### src/rtl/conv_pkg.sv
`default_nettype none
// ============================================================================
// Package     : conv_pkg
// Description : Shared types and sizing constants for the convolution engine.
// Revision    : 1.0 - initial release
// ============================================================================
package conv_pkg;

    localparam int DATA_W_DEF = 8;
    localparam int ADDR_W_DEF = 5;
    localparam int RESULT_W   = 32;
    localparam int MAX_LEN    = 1 << ADDR_W_DEF;

    typedef enum logic [2:0] {
        ST_IDLE  = 3'd0,
        ST_CLEAR = 3'd1,
        ST_READ  = 3'd2,
        ST_MAC   = 3'd3,
        ST_WRITE = 3'd4,
        ST_DONE  = 3'd5
    } convState_t;

    // Product width plus one bit per doubling of the maximum term count.
    function automatic int accWidth(input int dataW, input int addrW);
        return 2 * dataW + addrW;
    endfunction

endpackage
`default_nettype wire

### src/rtl/conv_mac.sv
`default_nettype none
// ============================================================================
// Module      : conv_mac
// Description : Multiply-accumulate datapath; CONV_SIGNED_EN selects signed math.
// Revision    : 1.0 - initial release
// ============================================================================
module conv_mac
    import conv_pkg::*;
#(
    parameter int DATA_W = DATA_W_DEF,
    parameter int ACC_W  = accWidth(DATA_W_DEF, ADDR_W_DEF)
) (
    input  logic                clk,
    input  logic                rst,
    input  logic                i_en,
    input  logic                i_clr,
    input  logic                i_accEn,
    input  logic [DATA_W-1:0]   i_a,
    input  logic [DATA_W-1:0]   i_b,
    output logic [RESULT_W-1:0] o_result
);

    logic [2*DATA_W-1:0] w_aExt;
    logic [2*DATA_W-1:0] w_bExt;
    logic [2*DATA_W-1:0] w_prod;
    logic [ACC_W-1:0]    w_prodExt;
    logic [ACC_W-1:0]    r_acc;

`ifdef CONV_SIGNED_EN
    // Low half of a product of sign-extended operands is the exact signed product.
    assign w_aExt    = {{DATA_W{i_a[DATA_W-1]}}, i_a};
    assign w_bExt    = {{DATA_W{i_b[DATA_W-1]}}, i_b};
    assign w_prod    = w_aExt * w_bExt;
    assign w_prodExt = {{(ACC_W-2*DATA_W){w_prod[2*DATA_W-1]}}, w_prod};
    assign o_result  = {{(RESULT_W-ACC_W){r_acc[ACC_W-1]}}, r_acc};
`else
    assign w_aExt    = {{DATA_W{1'b0}}, i_a};
    assign w_bExt    = {{DATA_W{1'b0}}, i_b};
    assign w_prod    = w_aExt * w_bExt;
    assign w_prodExt = {{(ACC_W-2*DATA_W){1'b0}}, w_prod};
    assign o_result  = {{(RESULT_W-ACC_W){1'b0}}, r_acc};
`endif

    always_ff @(posedge clk) begin
        if (!rst) begin
            r_acc <= '0;
        end else if (i_en) begin
            if (i_clr) begin
                r_acc <= '0;
            end else if (i_accEn) begin
                r_acc <= r_acc + w_prodExt;
            end
        end
    end

endmodule
`default_nettype wire

### src/rtl/conv_mac_engine.sv
`default_nettype none
// ============================================================================
// Module      : conv_mac_engine
// Description : Sequential 1-D convolution Z = X (*) Y over sync-read memories.
//               Define CONV_SIGNED_EN for two's complement operands.
// Revision    : 1.0 - initial release
// ============================================================================
module conv_mac_engine
    import conv_pkg::*;
#(
    parameter int DATA_W = DATA_W_DEF,
    parameter int ADDR_W = ADDR_W_DEF
) (
    input  logic                clk,
    input  logic                rst,
    input  logic                en_s,
    input  logic                start,
    input  logic [ADDR_W:0]     size_x,
    input  logic [ADDR_W:0]     size_y,
    output logic [ADDR_W-1:0]   memx_addr,
    input  logic [DATA_W-1:0]   memx_data,
    output logic [ADDR_W-1:0]   memy_addr,
    input  logic [DATA_W-1:0]   memy_data,
    output logic [ADDR_W:0]     memz_addr,
    output logic [RESULT_W-1:0] memz_data,
    output logic                memz_wr,
    output logic                busy,
    output logic                done,
    output logic                err
);

    localparam int                c_cntW   = ADDR_W + 2;
    localparam logic [ADDR_W:0]   c_maxLen = (ADDR_W+1)'(1 << ADDR_W);
    localparam logic [c_cntW-1:0] c_one    = c_cntW'(1);
    localparam logic [c_cntW-1:0] c_two    = c_cntW'(2);

    convState_t          r_state;
    logic [ADDR_W:0]     r_nx;
    logic [ADDR_W:0]     r_ny;
    logic [c_cntW-1:0]   r_k;
    logic [c_cntW-1:0]   r_i;
    logic [ADDR_W-1:0]   r_xAddr;
    logic [ADDR_W-1:0]   r_yAddr;
    logic [ADDR_W:0]     r_zAddr;
    logic                r_busy;
    logic                r_done;
    logic                r_err;
    logic                r_wr;

    logic [c_cntW-1:0]   w_nx;
    logic [c_cntW-1:0]   w_ny;
    logic [c_cntW-1:0]   w_iStart;
    logic [c_cntW-1:0]   w_iEnd;
    logic [c_cntW-1:0]   w_iInc;
    logic [c_cntW-1:0]   w_kLast;
    logic                w_sizeOk;
    logic                w_accClr;
    logic                w_accEn;

    assign w_nx     = c_cntW'(r_nx);
    assign w_ny     = c_cntW'(r_ny);
    // Term range for output k: i in [max(0,k-Ny+1), min(k,Nx-1)].
    assign w_iStart = (r_k + c_one > w_ny) ? (r_k + c_one - w_ny) : '0;
    assign w_iEnd   = (r_k < w_nx - c_one) ? r_k : (w_nx - c_one);
    assign w_iInc   = r_i + c_one;
    assign w_kLast  = w_nx + w_ny - c_two;
    assign w_sizeOk = (size_x != '0) && (size_x <= c_maxLen) &&
                      (size_y != '0) && (size_y <= c_maxLen);

    assign w_accClr = (r_state == ST_CLEAR);
    assign w_accEn  = (r_state == ST_MAC);

    always_ff @(posedge clk) begin
        if (!rst) begin
            r_state <= ST_IDLE;
            r_nx    <= '0;
            r_ny    <= '0;
            r_k     <= '0;
            r_i     <= '0;
            r_xAddr <= '0;
            r_yAddr <= '0;
            r_zAddr <= '0;
            r_busy  <= 1'b0;
            r_done  <= 1'b0;
            r_err   <= 1'b0;
            r_wr    <= 1'b0;
        end else if (en_s) begin
            r_done <= 1'b0;
            r_err  <= 1'b0;
            r_wr   <= 1'b0;
            case (r_state)
                ST_IDLE: begin
                    if (start) begin
                        if (w_sizeOk) begin
                            r_nx    <= size_x;
                            r_ny    <= size_y;
                            r_k     <= '0;
                            r_busy  <= 1'b1;
                            r_state <= ST_CLEAR;
                        end else begin
                            r_err <= 1'b1;
                        end
                    end
                end
                ST_CLEAR: begin
                    r_i     <= w_iStart;
                    r_xAddr <= w_iStart[ADDR_W-1:0];
                    r_yAddr <= ADDR_W'(r_k - w_iStart);
                    r_state <= ST_READ;
                end
                ST_READ: begin
                    r_state <= ST_MAC;
                end
                ST_MAC: begin
                    if (r_i == w_iEnd) begin
                        r_wr    <= 1'b1;
                        r_zAddr <= r_k[ADDR_W:0];
                        r_state <= ST_WRITE;
                    end else begin
                        r_i     <= w_iInc;
                        r_xAddr <= w_iInc[ADDR_W-1:0];
                        r_yAddr <= ADDR_W'(r_k - w_iInc);
                        r_state <= ST_READ;
                    end
                end
                ST_WRITE: begin
                    if (r_k == w_kLast) begin
                        r_done  <= 1'b1;
                        r_state <= ST_DONE;
                    end else begin
                        r_k     <= r_k + c_one;
                        r_state <= ST_CLEAR;
                    end
                end
                ST_DONE: begin
                    r_busy  <= 1'b0;
                    r_state <= ST_IDLE;
                end
                default: begin
                    r_busy  <= 1'b0;
                    r_state <= ST_IDLE;
                end
            endcase
        end
    end

    conv_mac #(
        .DATA_W (DATA_W),
        .ACC_W  (accWidth(DATA_W, ADDR_W))
    ) u_mac (
        .clk      (clk),
        .rst      (rst),
        .i_en     (en_s),
        .i_clr    (w_accClr),
        .i_accEn  (w_accEn),
        .i_a      (memx_data),
        .i_b      (memy_data),
        .o_result (memz_data)
    );

    // Pulses are held in their registers while disabled and reappear on re-enable.
    assign memx_addr = r_xAddr;
    assign memy_addr = r_yAddr;
    assign memz_addr = r_zAddr;
    assign memz_wr   = r_wr & en_s;
    assign done      = r_done & en_s;
    assign err       = r_err & en_s;
    assign busy      = r_busy;

endmodule
`default_nettype wire
### config.mk
export PLATFORM = sky130hd
export DESIGN_NAME = conv_mac_engine
export DESIGN_NICKNAME = d
export VERILOG_FILES = /design/src/rtl/conv_pkg.sv /design/src/rtl/conv_mac.sv /design/src/rtl/conv_mac_engine.sv
export SDC_FILE = /design/constraint.sdc
export NUM_CORES = 1
export LEC_CHECK = 0
export BUFFER_PORTS_ARGS = -buffer_cell sky130_fd_sc_hd__buf_2
export CORE_MARGIN = 2
export CORE_UTILIZATION = 43
export DETAILED_ROUTE_END_ITERATION = 16
export MAX_ROUTING_LAYER = met4
export REMOVE_ABC_BUFFERS = 1
export SYNTH_ARGS = -nofsm -noshare
export SYNTH_HDL_FRONTEND = slang
export SYNTH_SLANG_ARGS = --single-unit
### constraint.sdc
create_clock -name clk -period 5.8 [get_ports clk]
set_clock_uncertainty 0.05 [all_clocks]
set_input_delay 0.29 -clock clk [delete_from_list [all_inputs] [get_ports clk]]
set_output_delay 0.29 -clock clk [all_outputs]
set_load 0.05 [all_outputs]
Yosys cells after proc, flatten, opt, wreduce, memory -nomap -nowiden
Cells that the tools add are included.
Word-level totals
  register bits: 70
  input port bits: 32
  word-level logic and storage cells: 86
Operators by class
  eq/ne operators: 10
  mux-type cells: 29
  order comparisons: 4
  $mul: 1
  bitwise operators: 4
  $add $sub $neg: 9
  reduce and logical (&&, ||, !) cells: 16
Operator list (count)
  21-bit two-way mux: 2
  7-bit two-way mux: 6
  7-bit one-hot mux with 2 select lines: 2
  21-bit by 16-bit adder with 21-bit output: 1
  5-bit one-hot mux with 2 select lines: 2
  8-bit by 8-bit multiplier with 16-bit output: 1
  3-bit one-hot mux with 5 select lines: 1
  7-bit by 1-bit adder with 7-bit output (second input constant): 2
  7-bit equality test: 2
  6-bit less-or-equal comparator (second input constant): 2
  3-bit two-way mux: 4
  6-bit nonzero test: 2
  5-bit two-way mux: 2
  5-bit subtractor: 2
  1-bit two-way mux: 9
  3-bit AND reduction: 3
  2-bit != test (second input constant): 4
  4-bit AND reduction: 2
  6-bit by 6-bit adder with 7-bit output: 1
  7-bit by 6-bit > comparator with 1-bit output: 1
  7-bit less-than comparator: 1
  6-bit by 1-bit subtractor with 7-bit output (second input constant): 1
  7-bit by 2-bit subtractor with 7-bit output (second input constant): 1
  7-bit by 6-bit subtractor with 7-bit output: 1
  other kinds (12): 18

Longest topological paths before layout
  depth in word-level cells: 7
  mapped depth: 19

Hierarchy
A second synthesis with hierarchy kept.
Unflattened totals
  cells, all modules: 828
  area total of the unflattened synthesis: 6982.9 um2
By module, submodules not included
  conv_mac: instances 1, area an instance 3585.9 um2, cells each 429, seq. area each 420.4 um2
  conv_mac_engine: instances 1, area an instance 3397.0 um2, cells each 399, seq. area each 880.8 um2

Worst setup path after synthesis
No wires, ideal clock.
  path kind: register to register
  start: register u_mac.r_acc[4]
  end: register u_mac.r_acc[19]
  clock period less this slack: 4.621 ns
  arrival time: 4.501 ns
  cell stages (with the launch flop): 18
  setup time: 0.071 ns
  slack: 1.179 ns
  required time: 5.679 ns
  cell sequence: dfxtp_1 inv_1 fa_1 inv_1 fa_1 ha_1 inv_1 fa_1 inv_1 fa_1 a21o_1 a21oi_1 o211ai_1 a31oi_1 o21ai_0 a211oi_1 o21ai_0 a21oi_1
Between the ends
  longest elaborated chain between the ends: 3
Ends and longest elaborated chain
  start: declaration: RTL line conv_mac.sv:27  | logic [ACC_W-1:0] r_acc;
  start signal: assignment: RTL line conv_mac.sv:51  | r_acc <= r_acc + w_prodExt;
  21-bit by 16-bit adder with 21-bit output: RTL line conv_mac.sv:51
  21-bit two-way mux: RTL line conv_mac.sv:50  | end else if (i_accEn) begin
  21-bit two-way mux: RTL line conv_mac.sv:48  | if (i_clr) begin
No other way between the ends. The select of a mux whose other input is x is not followed.
A chain may end at the register's enable or synchronous reset.

Worst setup path in the final report
Same ends and word-level chain as after synthesis.

==> flow_summary.ini <==
[drt]
ant_nets = 0
viasPerCell = 4.97
drt_wl_total_mm = 15.2
vias = 5361
highest_layer = met4
drc = 0
wl_met2_mm = 7.37
wl_per_cell_microns = 14.1
dr.first_iter.drc_count = 188
drt-met1-wl_mm = 7.15
wl_met3_microns = 464
drt-pass1-iter-count = 4

[clock_network]
clockBufferDepth = 2
cts_tree = yes
clk_latency_ns = 0.33
cts_setup_buffers = 0
cts_sinks = 65
cts_buffers = 9
cts_max_level = 3
cts_resized = 0
clk_pin_slew_worst_paths_ns = 0.06
cts_root_buffer = clkbuf_16
hold_buffers = 0

[critical_path]
crit_family = adder cells
worstSetupPathType = register to register
cp-start-kind = register
crit_slowest_cell = fa_1
crit_buf_inv = 4
cp-end-kind = register
worstPathArrival_ns = 4.91
cp_max_fo = 3
crit_required_ns = 5.95
path_cells = inv_1 -> fa_1 -> inv_1 -> fa_1 -> ha_1 -> inv_1 -> fa_1 -> inv_1 -> fa_1 -> a21o_1 -> a21oi_1 -> o211ai_1 -> a31oi_1 -> o21ai_0 -> a211oi_1 -> or3_1 -> a21oi_1
slowest_delay_ns = 0.55

[global_routing]
grt.total_usage_pct = 20.3
antenna_found_initial = 0
grt_max_degree = 32
grt_pass1_wl_mm = 26.3
grt_pass1_vias = 5444
overflow = 0

[die]
dieHeight_microns = 129
rows = 45
die_area_sq_mm = 0.0167
start_util_pct = 44.2
ios = 84
core_sq_mm = 0.0153
die_w_microns = 129

[synth]
yosys.area_share.xor_xnor_pct = 7.12
yosys-top-cells-area = dfxtp_1, fa_1, ha_1
synth_edf_count = 0
synthAdderAreaFrac_pct = 28.9
synth_compound_area_share_pct = 12.2
yosysWarnings = 0
async_flop_share_pct = 0
synth_area_sq_mm = 0.00675
netlist_instances = 811
synth_top_family_by_area = adder cells
synth-seq-cells = 65
yosys.area.top_type = dfxtp_1
ys_seq_area_share_pct = 19.3
synth-simple-area-share_pct = 17.9
synth_ff_type = dfxtp_1
synth_top_area_share_pct = 19.3
yosysUniqueCellTypes = 54
synth_mux_area_share_pct = 4.01
avgSynthCellArea_sq_um = 8.32

[sta]
fin_crit_sh_pct = 82.0
max_slew_margin_pct = 20.6
rsz0062_at_grt = false
drv_slew = 0
finalCriticalPeriod_ns = 4.76
tns_ns = 0
hold_viol = 0
clock.fmax_ghz = 0.210
hold_ws_ns = 0.149
setup_viol = 0
tightest_slew_ns = 1.18

[finish]
stdcell_count = 1079
diodes = 0
syn2layout_area_growth_pct = 11.9
final_nets = 1019
drive_gt1_share_pct = 12.8

[min_path]
hold_class = input port to register

[status]
status = complete, no violations

[power_and_ir_drop]
powerDensity_mw_per_mm2 = 247
irDropWorstVdd_mv = 0.168
leakagePower_nw = 3.72

[placed_design]
portBuffers = 72
dp_cells = 1063
gp_congestion = 0.839
dpl.hpwl_mm = 12.2

[flow_run]
maxCapViolCount = 0
==> worst reg2reg max path: stages (launching register included) <==
cell and delay [ns]:
dfxtp_1 0.39, inv_1 0.09, fa_1 0.55, inv_1 0.06, fa_1 0.45, ha_1 0.29, inv_1 0.05, fa_1 0.53
inv_1 0.07, fa_1 0.45, a21o_1 0.17, a21oi_1 0.28, o211ai_1 0.18, a31oi_1 0.28, o21ai_0 0.17, a211oi_1 0.33
or3_1 0.16, a21oi_1 0.06
==> cell usage after synthesis, drive strengths merged, types with 3 or more instances <==
cell,n
ha,71
nor2b,3
nor3,11
clkbuf,23
and3,4
o21ai,27
a22oi,11
o21a,6
a211oi,9
dfxtp,65
or4,4
a21o,12
inv,124
o211ai,6
nand3,16
or2,3
fa,53
nand2b,6
a31oi,3
and2,41
mux2i,27
or3,6
xnor2,38
nor2,61
a21oi,41
nor4,5
buf,22
nand2,77
xor2,16
==> placed cells by master, fill, tap and decap left out, types with 9 or more instances in the layout <==
| cell | Yosys | final |
|---|---|---|
| a22oi_1 | 11 | 11 |
| nand2_1 | 77 | 77 |
| xor2_1 | 16 | 16 |
| mux2i_1 | 27 | 27 |
| buf_2 | 4 | 72 |
| and2_1 | 41 | 41 |
| clkbuf_16 | 0 | 9 |
| nor3_1 | 10 | 10 |
| conb_1 | 1 | 11 |
| a21oi_1 | 35 | 35 |
| ha_1 | 71 | 71 |
| nor2_1 | 61 | 61 |
| xnor2_1 | 37 | 37 |
| a211oi_1 | 9 | 9 |
| dfxtp_1 | 65 | 65 |
| o21ai_0 | 27 | 27 |
| inv_1 | 124 | 124 |
| nand3_1 | 16 | 16 |
| fa_1 | 53 | 53 |
| a21o_1 | 12 | 12 |
==> layout make-up <==
cell class | instances | area [sq um]
multi-input cells | 587 | 4780
fillers | 1524 | 7710
inverters | 124 | 465
flip-flops and latches | 65 | 1300
clock inverters | 5 | 103
well taps | 211 | 264
repair buffers | 76 | 390
clock buffers | 11 | 243
==> report_power, final <==
part	internal (mW)	switching (mW)
Clock	0.431	0.206
Combinational	0.322	0.439
Sequential	0.456	0.0133
Total	1.21	0.658
==> metal layers <==
layer,vias up,GRT usage [%]
met2,93,34.4
li1,2713,-
met3,12,1.73
met4,0,5.12
met1,2543,26.2
met5,-,-
==> state kept, by name, summed over array words and instances (netlist names) <==
signal	flops
busy	1
memy_addr	5
memz_addr	6
r_done	1
r_err	1
r_i	7
r_k	7
r_nx	6
r_ny	6
r_state	3
r_wr	1
u_mac.r_acc	21
==> cell families after synthesis <==
kind of cell,after synthesis
XOR/XNOR,54
AO/OA/AOI/OAI,127
AND/OR/NAND/NOR,244
buffers and inverters,169
adder cells (fa/ha/maj),124
multiplexers,27
other,1
flip-flops,65
==> metrics by stage <==
stage	util [%]	area (sq um)	power [mW]	setup WS (ns)
floorplan	-	6540	1.09	1.18
global placement	47.2	7200	1.24	1.13
detailed placement	47.2	7200	1.24	1.03
CTS	49.5	7550	1.89	1.01
global route	49.5	7550	2.03	0.722
finish	49.5	7550	1.87	1.04
==> path summary, 6_finish.rpt <==
| path | from | to | slack, ns | cells past startpoint |
|---|---|---|---|---|
| worst min-delay path | size_x[4] | r_nx[4] | 0.15 | 3 |
| worst max register to register | u_mac.r_acc[4] | u_mac.r_acc[19] | 1.04 | 17 |
| worst min register to register | r_done | r_done | 0.43 | 2 |
| worst max-delay path | u_mac.r_acc[4] | u_mac.r_acc[19] | 1.04 | 17 |
Power figures use the tool's default switching activity.
